## config.mk

```make
export PLATFORM = sky130hd
export DESIGN_NAME = uart_tx_arbiter
export DESIGN_NICKNAME = d
export VERILOG_FILES = /design/src/rtl/uart_tx_arbiter.sv
export SDC_FILE = /design/constraint.sdc
export NUM_CORES = 1
export LEC_CHECK = 0
export BUFFER_PORTS_ARGS = -buffer_cell sky130_fd_sc_hd__buf_2
export CAP_MARGIN = 20
export CORE_MARGIN = 5
export CORE_UTILIZATION = 49
export DETAILED_ROUTE_END_ITERATION = 10
export PLACE_DENSITY = 0.81
export SETUP_SLACK_MARGIN = 0.3
export SKIP_LAST_GASP = 1
export SLEW_MARGIN = 20
export SYNTH_ARGS = -nofsm -noshare
export SYNTH_HDL_FRONTEND = slang
export SYNTH_SLANG_ARGS = --single-unit
export TNS_END_PERCENT = 20
```

## constraint.sdc

```tcl
create_clock -name clk -period 5 [get_ports clk]
set_input_delay 0.5 -clock clk [delete_from_list [all_inputs] [get_ports clk]]
set_output_delay 0.5 -clock clk [all_outputs]
set_load 0.03 [all_outputs]
```

## src/rtl/uart_tx_arbiter.sv

```systemverilog
// Round-robin sequencer that shares one UART transmitter among NUM_REQ byte producers.
// Optional packet lock is enabled by defining UART_ARB_LOCK_EN.
module uart_tx_arbiter #(
  parameter int unsigned NUM_REQ = 4,
  localparam int unsigned ID_W = $clog2(NUM_REQ)
) (
  input  logic                 clk,
  input  logic                 rst_n,
  input  logic [NUM_REQ-1:0]   req_valid,
  input  logic [8*NUM_REQ-1:0] req_byte,
  input  logic [NUM_REQ-1:0]   req_last,
  output logic [NUM_REQ-1:0]   req_ack,
  output logic                 tx_dv,
  output logic [7:0]           tx_byte,
  input  logic                 tx_done,
  input  logic                 tx_ready,
  output logic                 sent_valid,
  output logic [ID_W-1:0]      sent_id,
  output logic                 busy
);

  typedef enum logic [1:0] {StIdle, StLaunch, StWaitDone} state_e;

  state_e            state_q;
  logic [ID_W-1:0]   rr_ptr_q;
  logic [ID_W-1:0]   gnt_id_q;
  logic [NUM_REQ-1:0] cand;
  logic              found;
  logic [ID_W-1:0]   winner;
  logic [ID_W-1:0]   next_ptr;
  logic [7:0]        win_byte;
  logic              launch_ok;

`ifdef UART_ARB_LOCK_EN
  logic            lock_q;
  logic [ID_W-1:0] lock_id_q;

  // A locked packet owner is the only candidate until its last byte is accepted.
  always_comb begin
    cand = req_valid;
    if (lock_q) begin
      cand            = '0;
      cand[lock_id_q] = req_valid[lock_id_q];
    end
  end
`else
  logic unused_last;
  assign unused_last = ^req_last;

  always_comb cand = req_valid;
`endif

  // First candidate at or above rr_ptr_q, wrapping at NUM_REQ-1.
  always_comb begin
    int unsigned idx;
    found  = 1'b0;
    winner = rr_ptr_q;
    idx    = 0;
    for (int unsigned k = 0; k < NUM_REQ; k++) begin
      idx = (32'(rr_ptr_q) + k) % NUM_REQ;
      if (!found && cand[ID_W'(idx)]) begin
        found  = 1'b1;
        winner = ID_W'(idx);
      end
    end
  end

  always_comb begin
    next_ptr  = (winner == ID_W'(NUM_REQ - 1)) ? '0 : winner + 1'b1;
    win_byte  = req_byte[{winner, 3'b000} +: 8];
    launch_ok = tx_ready && !tx_done && found;
  end

  always_ff @(posedge clk) begin
    if (!rst_n) begin
      state_q    <= StIdle;
      rr_ptr_q   <= '0;
      gnt_id_q   <= '0;
      req_ack    <= '0;
      tx_dv      <= 1'b0;
      tx_byte    <= 8'h00;
      sent_valid <= 1'b0;
      sent_id    <= '0;
      busy       <= 1'b0;
`ifdef UART_ARB_LOCK_EN
      lock_q     <= 1'b0;
      lock_id_q  <= '0;
`endif
    end else begin
      req_ack    <= '0;
      tx_dv      <= 1'b0;
      sent_valid <= 1'b0;
      case (state_q)
        StIdle: begin
          if (launch_ok) begin
            tx_byte  <= win_byte;
            gnt_id_q <= winner;
            req_ack  <= NUM_REQ'(1) << winner;
            tx_dv    <= 1'b1;
            busy     <= 1'b1;
            state_q  <= StLaunch;
`ifdef UART_ARB_LOCK_EN
            // Pointer moves only on the first grant of a packet.
            if (!lock_q) rr_ptr_q <= next_ptr;
            lock_q    <= !req_last[winner];
            lock_id_q <= winner;
`else
            rr_ptr_q <= next_ptr;
`endif
          end
        end
        StLaunch: begin
          state_q <= StWaitDone;
        end
        StWaitDone: begin
          if (tx_done) begin
            sent_valid <= 1'b1;
            sent_id    <= gnt_id_q;
            busy       <= 1'b0;
            state_q    <= StIdle;
          end
        end
        default: begin
          busy    <= 1'b0;
          state_q <= StIdle;
        end
      endcase
    end
  end

endmodule

```

# == Yosys cells after proc, flatten, opt, wreduce, memory -nomap -nowiden ==
# Cells that the tools add are included.
# op_classes
n_shift,2
n_addsub,4
n_eq_ne,5
muxes,24
n_bitwise,1
order_cmp,4
n_reduce_logical,17
# op_table
cell,n
$shiftx 32x6->8,1
$lt 2x3->1 const B,4
$mux 1,12
$mux 2,6
$reduce_and 2->1,5
$bmux 1 s2,4
$pmux 2 s3,1
$reduce_and 3->1,2
$logic_and 1x1->1,5
$add 2x1->2 const B,2
$add 2x2->2 const B,2
$eq 2x2->1 const B,2
$logic_not 1->1,4
$ne 2x2->1 const B,2
$shl 1x2->4 const A,1
$pmux 1 s3,1
$eq 2x1->1 const B,1
$logic_not 2->1,1
$not 1->1,1
# word_totals
register_bits,23
out_inout_bits,17
in_bits,44
word_cells,66

# == Depth between registers and ports, before layout ==
# Gate-level depths: netlist (run 1).
# depth
depth_word,15
depth_mapped,8
mapped_depth_nobuf,6

# == Worst setup path before layout (run 1) ==
# OpenSTA, ideal clock, no wires.
# synth_path
kind,input port to flip-flop
startpoint,input port req_valid[2]
endpoint,register rr_ptr_q[0]
setup_time_ns,0.071
cell_stages,8
path_slack_ns,2.995
t_arrival_ns,1.934
path_cell_list,nor2b_1 > o21ai_0 > o311ai_1 > buf_4 > buf_4 > ha_1 > or3_1 > a21oi_1
# synth_via
elab_chain_cells,14
word_cells_on_any_way,26
cone_classes,add/sub (1); eq/ne (1); mux (16); reduce/logical (8)
# synth_lines
item,line,source
"start, declared",9,"input logic [NUM_REQ-1:0] req_valid,"
$bmux 1 s2,61,if (!found && cand[ID_W'(idx)]) begin
$mux 1 (not written as such),61,
$mux 1,61,
$logic_not 1->1,61,
$logic_and 1x1->1,61,
$mux 1,61,
$logic_not 1->1,61,
$logic_and 1x1->1,61,
$mux 1,61,
$logic_not 1->1,61,
$logic_and 1x1->1,61,
$mux 2 *,61,
net winner[1],29,logic [ID_W-1:0] winner;
$eq 2x2->1 *,69,next_ptr = (winner == ID_W'(NUM_REQ - 1)) ? '0 : winner + 1'b1;
$mux 2 *,69,
"end signal, assigned",108,rr_ptr_q <= next_ptr;
"end, declared",25,logic [ID_W-1:0] rr_ptr_q;
# The timed path passes the listed nets; every way through them passes the cells marked *. The select of a mux whose other input is x is not followed.
# A chain may end at the register's enable or synchronous reset.

# == Final worst setup path (run 1) ==
# layout_path
startpoint,register state_q[0]
endpoint,register tx_byte[3]
# layout_via
elab_chain_cells,2
# layout_lines
item,line,source
"start, declared",24,state_e state_q;
"start signal, assigned",76,state_q <= StIdle;
"start signal, assigned",101,state_q <= StLaunch;
"start signal, assigned",113,state_q <= StWaitDone;
$logic_not 2->1,93,case (state_q)
$reduce_and 2->1 (no source line),--,
"end signal, assigned",96,tx_byte <= win_byte;
"end, declared",14,"output logic [7:0] tx_byte,"
# Every way passes these cells.

==> results.py, run 1 <==
metrics = {
    "timing": {
        "finalCriticalPeriod_ns": 2.366,
        "setup-tns-final_ns": 0,
        "max_slew.worst_pin.slew_ns": 1.061,
        "finalSetupViolations": 0,
        "hold_viol": 0,
        "maxSlewViolCount": 0,
        "fin_skew_ns": 0.007020,
        "slew_headroom_pct": 29.11,
        "whs_ns": 0.4547,
        "period_share_pct": 47.32,
        "rsz0062_at_grt": "false",
        "clock.fmax_mhz": 422.7,
    },
    "placement": {
        "numPortBuffers": 56,
        "hpwl_um": 2351,
        "routabilityCongestion": 0.6862,
    },
    "synth": {
        "yosys.area_share.adder_pct": 0.9775,
        "synthMuxAreaShare_pct": 16.42,
        "synth-compound-area-share_pct": 26.30,
        "ys_seq_area_share_pct": 35.97,
        "synth_area_mm2": 0.001280,
        "synth-xor-area-share_pct": 0,
        "synth_top_family_by_area": "compound AO/OA/AOI/OAI gates",
        "synth_nets": 178,
        "yosysWarnings": 0,
        "ys_types": 30,
        "syn_area_per_cell_um2": 9.624,
        "ys_ff_latch": 23,
        "yosys.area_share.simple_pct": 13.98,
        "netlist_instances": 133,
    },
    "global_routing": {
        "grt.busiest_layer": "met2",
        "gr-usage-met3_pct": 3.774,
        "grt_max_degree": 34,
        "grt_pass1_vias": 1236,
        "grt_overflow": 0,
        "gr-usage-all-layers_pct": 18.29,
        "groute.layer.met2.usage_pct": 32.78,
        "grt_pass1_wl_um": 5223,
        "met1_usage_pct": 21.77,
        "antenna_found_initial": 0,
    },
    "cts": {
        "postCtsHoldBufs": 0,
        "cts_resized": 0,
        "cts_tree": "done",
        "post_cts_buffers": 0,
        "clk_latency_ns": 0.31,
        "htreeDepth": 1,
        "root_buffer": "clkbuf_4",
        "clock-sinks": 23,
        "cts_buffers": 3,
        "cts.clk_slew.worst_paths_ns": 0.13,
        "cts_buffer_depth": 2,
    },
    "detailed_routing": {
        "routed_wl_um": 3096,
        "firstDrtPassIters": 4,
        "ant_nets": 0,
        "viasPerCell": 5.687,
        "routedWlPerCell_um": 14.47,
        "drcViolationCount": 0,
        "vias": 1217,
        "dr.first_iter.drc_count": 13,
    },
    "run_status": {
        "status": "complete, no violations",
    },
    "setup_path": {
        "setup.worst_path.class": "reg2reg",
        "crit_chain": "nor2_1 > nand4_4 > nor4_2 > a21oi_1 > o32ai_2",
        "slowest_stage": "nor4_2",
        "critical_path.startpoint_type": "flip-flop",
        "r2r_slack_ns": 2.63,
        "cp.required_ns": 5.22,
        "critPathMaxFanout": 33,
        "critPathArrivalTime_ns": 2.58,
        "worstSetupEndpointType": "flip-flop",
        "max_stage_delay_ns": 0.85,
    },
    "flow_run": {
        "maxCapViolCount": 0,
    },
    "finish": {
        "final_cell_mix": "buf_2, dfxtp_1, a31oi_1",
        "antenna_cells": 0,
        "fill_cells": 216,
        "syn2layout_area_growth_pct": 23.46,
        "nets": 230,
        "layout_commonest_cell": "buf_2",
        "drive_gt1_share_pct": 44.02,
    },
    "power_and_ir_drop": {
        "power.density_mw_per_mm2": 249.8,
        "power.total_mw": 0.3948,
        "leakage_nw": 0.7037,
        "irDropWorstVdd_v": 0.0001691,
    },
    "floorplanning": {
        "core_area_mm2": 0.002477,
        "boundaryPins": 61,
        "row_count": 18,
        "initial_core_util_pct": 51.67,
        "die_area_mm2": 0.003734,
        "die_h_um": 61.11,
        "die_x_um": 61.11,
    },
    "hold_path": {
        "hold_path.class": "in2reg",
    },
}
[power breakdown]
| part | internal [mW] | switching (mW) |
|---|---|---|
| logic | 0.0487 | 0.0623 |
| clock network | 0.0299 | 0.0555 |
| registers | 0.192 | 0.00687 |
[path summary, 6_finish.rpt]
kind               startpoint          to  cells past startpoint
hold reg to reg          busy        busy                      2
setup reg to reg   state_q[0]  tx_byte[3]                      5
hold / removal    req_byte[4]  tx_byte[4]                      3
setup / recovery   state_q[0]  tx_byte[3]                      5
[area by class of cell]
type                       instances  area, µm²  area share [%]
tap                               30      37.54           2.375
inverter                           5      18.77           1.188
timing repair buffer              56      280.3           17.74
clock inverter                     1      5.005          0.3167
clock buffer                       3      22.52           1.425
sequential                        23      460.4           29.14
multi-input combinational         96      755.7           47.82
[layer usage]
metal  wire length (µm)  share of wire, %
met5                  0                 0
met1               1320                43
met3                233               7.5
met2               1513                49
met4                 29              0.94
[critical path, delay by kind of cell (launching register included)]
kind             cells  cell delay [ns]
AO/OA/AOI/OAI        2             0.43
flip-flops           1             0.36
AND/OR/NAND/NOR      3             1.48
[synthesized netlist by cell type]
master | n | share of area, %
o32ai_2 | 8 | 10
or4_4 | 1 | 0.88
nand2b_1 | 3 | 1.5
o22ai_1 | 1 | 0.49
mux2i_1 | 12 | 9.4
or3_1 | 1 | 0.49
nand3b_1 | 1 | 0.59
a21oi_1 | 13 | 5.1
nand2_1 | 3 | 0.88
a211o_1 | 1 | 0.68
nor3_1 | 3 | 1.2
nor4_2 | 1 | 0.98
clkbuf_4 | 1 | 0.59
dfxtp_1 | 23 | 36
clkinv_1 | 1 | 0.29
o21a_1 | 1 | 0.59
nand4_4 | 1 | 1.7
mux2_2 | 8 | 7.0
a31oi_1 | 16 | 7.8
nor2b_1 | 2 | 0.98
buf_4 | 2 | 1.2
inv_1 | 4 | 1.2
clkbuf_1 | 2 | 0.59
o311ai_1 | 1 | 0.68
buf_6 | 2 | 1.8
nor2_1 | 15 | 4.4
o21ai_0 | 2 | 0.78
or2_2 | 1 | 0.49
buf_2 | 2 | 0.78
ha_1 | 1 | 0.98
[per-stage QoR]
step / setup slack [ns] / area [µm²] / std cells / utilization (%)
after floorplan: 2.995 / 1280 / 133 / -
after global placement: 2.504 / 1553 / 210 / 62.68
after detailed placement: 2.368 / 1553 / 210 / 62.68
after CTS: 2.612 / 1580 / 214 / 63.79
after global routing: 2.447 / 1580 / 214 / 63.79
final: 2.634 / 1580 / 214 / 63.79
[registers in the layout (all words and copies together), names as in the netlist]
register,flops
busy,1
req_ack,4
tx_dv,1
state_q,2
rr_ptr_q,2
sent_id,2
tx_byte,8
gnt_id_q,2
sent_valid,1
[cells by family after synthesis]
| kind of cell | Yosys count |
|---|---|
| adders and majority gates | 1 |
| muxes | 20 |
| and+or+nand+nor | 32 |
| DFF | 23 |
| AOI/OAI and AO/OA | 43 |
| buffers and inverters | 14 |
No activity file was read; power rests on OpenSTA's default activity.
==> run 2, diff against run 1 <==
- ABC_AREA: default -> 1
- CORE_UTILIZATION: 49 -> 48
- PLACE_DENSITY: 0.81 -> 0.76
- clock period: 5 -> 2.2 ns (I/O delays scaled with it)
==> run 2 against run 1 <==
Net effect: fmax up 27%; critical path depth up 9; non-clock buffer count up 28; combinational power rose to 26 times the previous value; register-to-register slack worse by 2.3 ns; global-route usage down 0.43 points; sequential share of layout area down 8.0 points; largest power group is now combinational logic.
==> results.py, run 2 <==
metrics = {
    "run_status": {
        "status": "complete, no violations",
    },
    "synth": {
        "yosysMostFrequentCell": "nand2_1",
        "synth-main-ff-cell": "dfxtp_1",
        "ys_ff_latch": 23,
        "synthArstFlopShare_pct": 0,
        "synth.top_cell.area_share_pct": 30.36,
        "synth_nets": 265,
        "synth_top_cell_by_area": "dfxtp_1",
        "synth_edf_count": 0,
        "synth_area_mm2": 0.001516,
        "ys_types": 25,
        "netlist_top_cells_area": "dfxtp_1, nand2_1, nand3_1, nand2_2, buf_6",
        "synth_common_cells": "nand2_1, nand3_1, dfxtp_1",
        "yosysWarnings": 0,
        "syn_area_per_cell_um2": 6.893,
        "ys_seq_area_share_pct": 30.36,
        "netlist_instances": 220,
    },
    "floorplanning": {
        "core_area_mm2": 0.003053,
        "die_x_um": 66.21,
        "boundaryPins": 61,
        "initial_core_util_pct": 49.67,
        "die_area_mm2": 0.004383,
        "die_h_um": 66.21,
        "row_count": 20,
    },
    "detailed_routing": {
        "vias": 1720,
        "viasPerCell": 4.957,
        "drcViolationCount": 0,
        "firstDrtPassIters": 4,
        "routed_wl_um": 4254,
        "dr.first_iter.drc_count": 60,
        "routedWlPerCell_um": 12.26,
        "ant_nets": 0,
    },
    "power_and_ir_drop": {
        "netSwitchingPower_mw": 1.855,
        "pwr-share-clk_pct": 5.3,
        "power.density_mw_per_mm2": 1658,
        "leakage_nw": 1.156,
        "power_frac_comb_pct": 78.6,
        "irDropWorstVdd_v": 0.001201,
        "power.total_mw": 3.663,
        "intPower_mw": 1.807,
        "pwr-share-seq_pct": 16.1,
        "swShare_pct": 50.65,
    },
    "hold_path": {
        "hold_path.class": "in2reg",
    },
    "finish": {
        "antenna_cells": 0,
        "nets": 349,
        "drive_gt1_share_pct": 47.19,
        "utilization_pct": 72.38,
        "design_area_mm2": 0.002210,
        "top_register": "tx_byte",
        "layout_commonest_cell": "nand2_1",
        "final_cell_mix": "nand2_1, buf_2, nand3_1",
        "syn2layout_area_growth_pct": 45.71,
        "fin_cells": 347,
        "largest_reg_flops": 8,
        "top_regs": "tx_byte: 8 flops, req_ack: 4 flops",
    },
    "cts": {
        "htreeDepth": 1,
        "cts.clk_slew.worst_paths_ns": 0.12,
        "clk_latency_ns": 0.31,
        "root_buffer": "clkbuf_4",
        "postCtsHoldBufs": 0,
        "clock-sinks": 23,
        "cts_tree": "done",
        "cts_buffer_depth": 2,
        "cts_buffers": 3,
    },
    "setup_path": {
        "critical_path.startpoint_type": "flip-flop",
        "critPathMaxFanout": 6,
        "crit_chain": "buf_8 > nand2_1 > nand2_2 > nand2_4 > nand2_8 > nand3_2 > nand2_4 > nand2_8 > buf_4 > buf_4 > nand3_1 > nand3_1 > nand3_1 > nand2_1",
        "worstSetupEndpointType": "flip-flop",
        "setup.worst_path.class": "reg2reg",
        "critPathArrivalTime_ns": 2.07,
        "max_stage_delay_ns": 0.43,
        "path_common_cell": "nand3_1",
        "cp.required_ns": 2.41,
        "slowest_stage": "dfxtp_4",
    },
    "timing": {
        "finalCriticalPeriod_ns": 1.857,
        "slew_headroom_pct": 82.06,
        "hold_viol": 0,
        "final.setup.worst_slack_ns": 0.3427,
        "max_slew.worst_pin.slew_ns": 0.2688,
        "maxSlewViolCount": 0,
        "fin_skew_ns": 0.004199,
        "period_share_pct": 84.42,
        "setup-tns-final_ns": 0,
        "whs_ns": 0.1824,
        "clock.fmax_mhz": 538.4,
        "finalSetupViolations": 0,
        "rsz0062_at_grt": "true",
    },
    "global_routing": {
        "grt_pass1_wl_um": 6147,
        "grt_pass1_vias": 1466,
        "gr-usage-all-layers_pct": 17.86,
        "antenna_found_initial": 0,
        "grt_overflow": 0,
        "grt_max_degree": 19,
    },
    "placement": {
        "pre_cts_slack_ns": 0.1751,
        "numPortBuffers": 56,
        "hpwl_um": 2775,
        "routabilityCongestion": 0.8204,
        "dp_cells": 317,
        "placed_area_mm2": 0.001798,
    },
    "flow_run": {
        "maxCapViolCount": 0,
    },
}
[run 2: cell types whose count changed after synthesis, moves of 4 or more]
cell     previous run  this run
o32ai_2             8         0
nand3_2             0         4
a31oi_1            16         0
inv_1               4         8
mux2i_1            12         0
nand3_1             0        49
nand2_2             0        18
mux2_2              8         0
nor2_1             15        10
a21oi_1            13         3
nand2_1             3        77
[run 2: per-layer routing]
metal  GRT usage [%]  routed length [µm]  vias up
met1           20.37                1747      776
li1                -                   -      884
met3           6.122                 350        2
met2           32.22                2140       58
met5               0                   0        -
met4           3.046                  14        0
[run 2: cell families after synthesis]
family | share of synthesized area (%)
buf+inv | 9.818
flops | 30.36
compound gates | 2.722
simple gates | 56.27
fa+ha+maj | 0.8250
[run 2: final timing paths]
check	cells past startpoint	slack [ns]	endpoint	startpoint
hold reg to reg	2	0.45	sent_id[1]	sent_id[1]
setup / recovery	14	0.34	tx_byte[3]	rr_ptr_q[0]
setup reg to reg	14	0.34	tx_byte[3]	rr_ptr_q[0]
hold / removal	3	0.18	state_q[1]	rst_n
[run 2: cell type report]
class,instances,area (µm²)
Multi-Input combinational cell,178,1050
Fill cell,256,843.3
Timing Repair Buffer,84,543.0
Sequential cell,23,467.9
Inverter,14,67.56
Tap cell,44,55.05
Clock buffer,4,26.28
[run 2: worst max-delay path: cells and delay by family (launching register included)]
| family | cells | cell delay (ns) |
|---|---|---|
| flip-flops | 1 | 0.43 |
| buffers and inverters | 3 | 0.40 |
| AND/OR/NAND/NOR | 11 | 0.93 |
[run 2: power by group through the flow]
stage	clock network (mW)	registers, mW	logic (mW)
2_1_floorplan	0	0.693	1.56
3_3_place_gp	0	0.574	1.90
3_5_place_dp	0	0.573	1.91
4_1_cts	0.195	0.573	2.18
5_1_grt	0.218	0.603	3.12
6_report	0.194	0.590	2.88
[run 2: repair_timing]
item	CTS	global route
pin swaps	3	15
endpoints found under the hold margin	0	0
cloned	1	3
setup endpoints to repair	14	16
setup buffers	6	16
gates resized for setup	6	35
==> run 3, diff against run 2 <==
- ABC_AREA: 1 -> 0
- CORE_UTILIZATION: 48 -> 41
- PLACE_DENSITY: 0.76 -> 0.72
- clock period: 2.2 -> 1.6 ns (I/O delays scaled with it)
==> run 3 against run 2 <==
Net effect: largest cell class unchanged; critical path type unchanged; worst hold slack got worse by 0.040 ns; clock skew up 0.0052 ns; the flow now finishes with violations (setup timing); sequential power grew 5.3%; combinational power down 83%; largest power group is now registers; via count is 23% lower.
==> results.py, run 3 (synthesized netlist as in run 1, its figures left out) <==
metrics = {
    "detailed_routing": {
        "ant_nets": 0,
        "vias": 1323,
        "firstDrtPassIters": 4,
        "drcViolationCount": 0,
        "dr.first_iter.drc_count": 29,
        "routed_wl_um": 3636,
        "routedWlPerCell_um": 14.43,
        "viasPerCell": 5.250,
    },
    "setup_path": {
        "setup.worst_path.class": "reg2reg",
        "critPathMaxFanout": 8,
        "critPathArrivalTime_ns": 1.99,
        "r2r-end": "tx_byte[3]",
        "critical_path.startpoint_type": "flip-flop",
        "cp.required_ns": 1.82,
        "r2r-start": "rr_ptr_q[1]",
        "worstSetupEndpointType": "flip-flop",
        "r2r_slack_ns": -0.17,
        "reg2reg_depth": 6,
    },
    "cts": {
        "clock-sinks": 23,
        "cts_buffers": 3,
        "cts_tree": "done",
        "htreeDepth": 1,
        "cts_buffer_depth": 2,
        "cts.clk_slew.worst_paths_ns": 0.12,
        "clk_latency_ns": 0.30,
        "root_buffer": "clkbuf_4",
        "postCtsHoldBufs": 0,
    },
    "finish": {
        "layout_commonest_cell": "buf_2",
        "drive_gt1_share_pct": 55.29,
        "final_cell_mix": "buf_2, dfxtp_1, buf_4",
        "largest_reg_flops": 8,
        "antenna_cells": 0,
        "top_regs": "tx_byte: 8 flops, req_ack: 4 flops",
        "top_register": "tx_byte",
        "fill_cells": 256,
        "syn2layout_area_growth_pct": 49.95,
        "utilization_pct": 63.39,
        "nets": 254,
    },
    "hold_path": {
        "hold_path.class": "in2reg",
        "whs_endpoint": "tx_byte[4]",
        "min_path_cells": 3,
        "worstHoldStart": "req_byte[4]",
    },
    "timing": {
        "hold_viol": 0,
        "period_share_pct": 110.7,
        "max_slew.worst_pin.slew_ns": 0.5459,
        "finalCriticalPeriod_ns": 1.770,
        "finalSetupViolations": 10,
        "rsz0062_at_grt": "true",
        "whs_ns": 0.1421,
        "fin_skew_ns": 0.009436,
        "final.setup.worst_slack_ns": -0.1704,
        "clock.fmax_mhz": 564.8,
        "maxSlewViolCount": 0,
        "slew_headroom_pct": 63.52,
    },
    "floorplanning": {
        "die_area_mm2": 0.004340,
        "die_h_um": 65.88,
        "boundaryPins": 61,
        "initial_core_util_pct": 42.27,
        "row_count": 20,
        "core_area_mm2": 0.003028,
        "die_x_um": 65.88,
    },
    "placement": {
        "routabilityCongestion": 0.7106,
        "numPortBuffers": 56,
        "pre_cts_slack_ns": -0.3457,
        "hpwl_um": 2760,
    },
    "global_routing": {
        "gr-usage-all-layers_pct": 17.72,
        "grt_pass1_wl_um": 6127,
        "grt_overflow": 0,
        "grt_max_degree": 20,
        "antenna_found_initial": 0,
        "grt_pass1_vias": 1423,
    },
    "run_status": {
        "failed_checks": "setup timing",
        "status": "finished with violations",
    },
    "power_and_ir_drop": {
        "power.density_mw_per_mm2": 711.7,
        "leakage_nw": 0.8594,
        "irDropWorstVdd_v": 0.0003483,
    },
    "flow_run": {
        "maxCapViolCount": 0,
    },
}
==> run 3: changes by cell type in the layout (fill, tap and decap cells not counted), sizes merged, moves of 4 or more <==
cell,previous run,this run
nand2,100,3
nand3,54,0
a31oi,0,16
mux2i,0,12
a21oi,3,13
inv,13,4
mux2,0,8
o32ai,0,8
buf,83,79
==> run 3: area by class of cell <==
class	instances	area, µm²	share of cell area [%]
timing repair buffer	79	485.5	25.29
inverter	5	18.77	0.9778
multi-input combinational	97	868.3	45.24
sequential	23	465.4	24.25
clock buffer	4	26.28	1.369
tap	44	55.05	2.868
==> run 3: what timing repair did <==
item	in CTS	in global routing
buffers inserted	2	2
endpoints found under the setup margin	16	16
gates resized for setup	4	14
pin swaps	3	3
gates cloned	1	0
==> run 3: worst max path at each step <==
stage | cells past startpoint | start | end
3_3_place_gp | 6 | req_valid[0] | tx_byte[1]
6_report | 6 | rr_ptr_q[1] | tx_byte[3]
3_5_place_dp | 5 | rr_ptr_q[1] | tx_byte[0]
4_1_cts | 5 | rr_ptr_q[1] | tx_byte[6]
5_1_grt | 7 | rr_ptr_q[1] | tx_byte[1]
2_1_floorplan | 8 | rr_ptr_q[1] | rr_ptr_q[1]
==> run 3: worst max-delay path, stage by stage, from the launching register on <==
cell and delay (ns):
dfxtp_4 0.38, nand2b_4 0.15, a211o_4 0.36, o311ai_4 0.10, buf_12 0.18, mux2_4 0.31, o32ai_2 0.20
==> run 3: metal layers <==
| metal | global-route usage (%) | vias up | wire (µm) | share of wire (%) |
|---|---|---|---|---|
| met5 | 0 | - | 0 | 0 |
| met4 | 3.109 | 0 | 31 | 0.85 |
| met3 | 3.741 | 4 | 175 | 4.8 |
| met2 | 33.54 | 39 | 1920 | 53 |
| met1 | 20.31 | 623 | 1509 | 42 |
| li1 | - | 657 | - | - |
==> run 3: where the power goes <==
group | leakage (nW) | switching [mW] | internal, mW
Sequential | 0.188 | 0.0223 | 0.599
Clock | 0.0150 | 0.157 | 0.0969
Combinational | 0.656 | 0.243 | 0.248
==> run 3: stage by stage <==
| stage | setup TNS, ns | total power, mW | area [µm²] | cells |
|---|---|---|---|---|
| after floorplan | -0.2581 | 0.9039 | 1335 | 133 |
| after global placement | -1.878 | 1.030 | 1752 | 243 |
| after detailed placement | -2.950 | 1.055 | 1752 | 243 |
| after CTS | -1.356 | 1.328 | 1839 | 250 |
| after global routing | -1.745 | 1.447 | 1919 | 252 |
| final | -1.259 | 1.366 | 1919 | 252 |
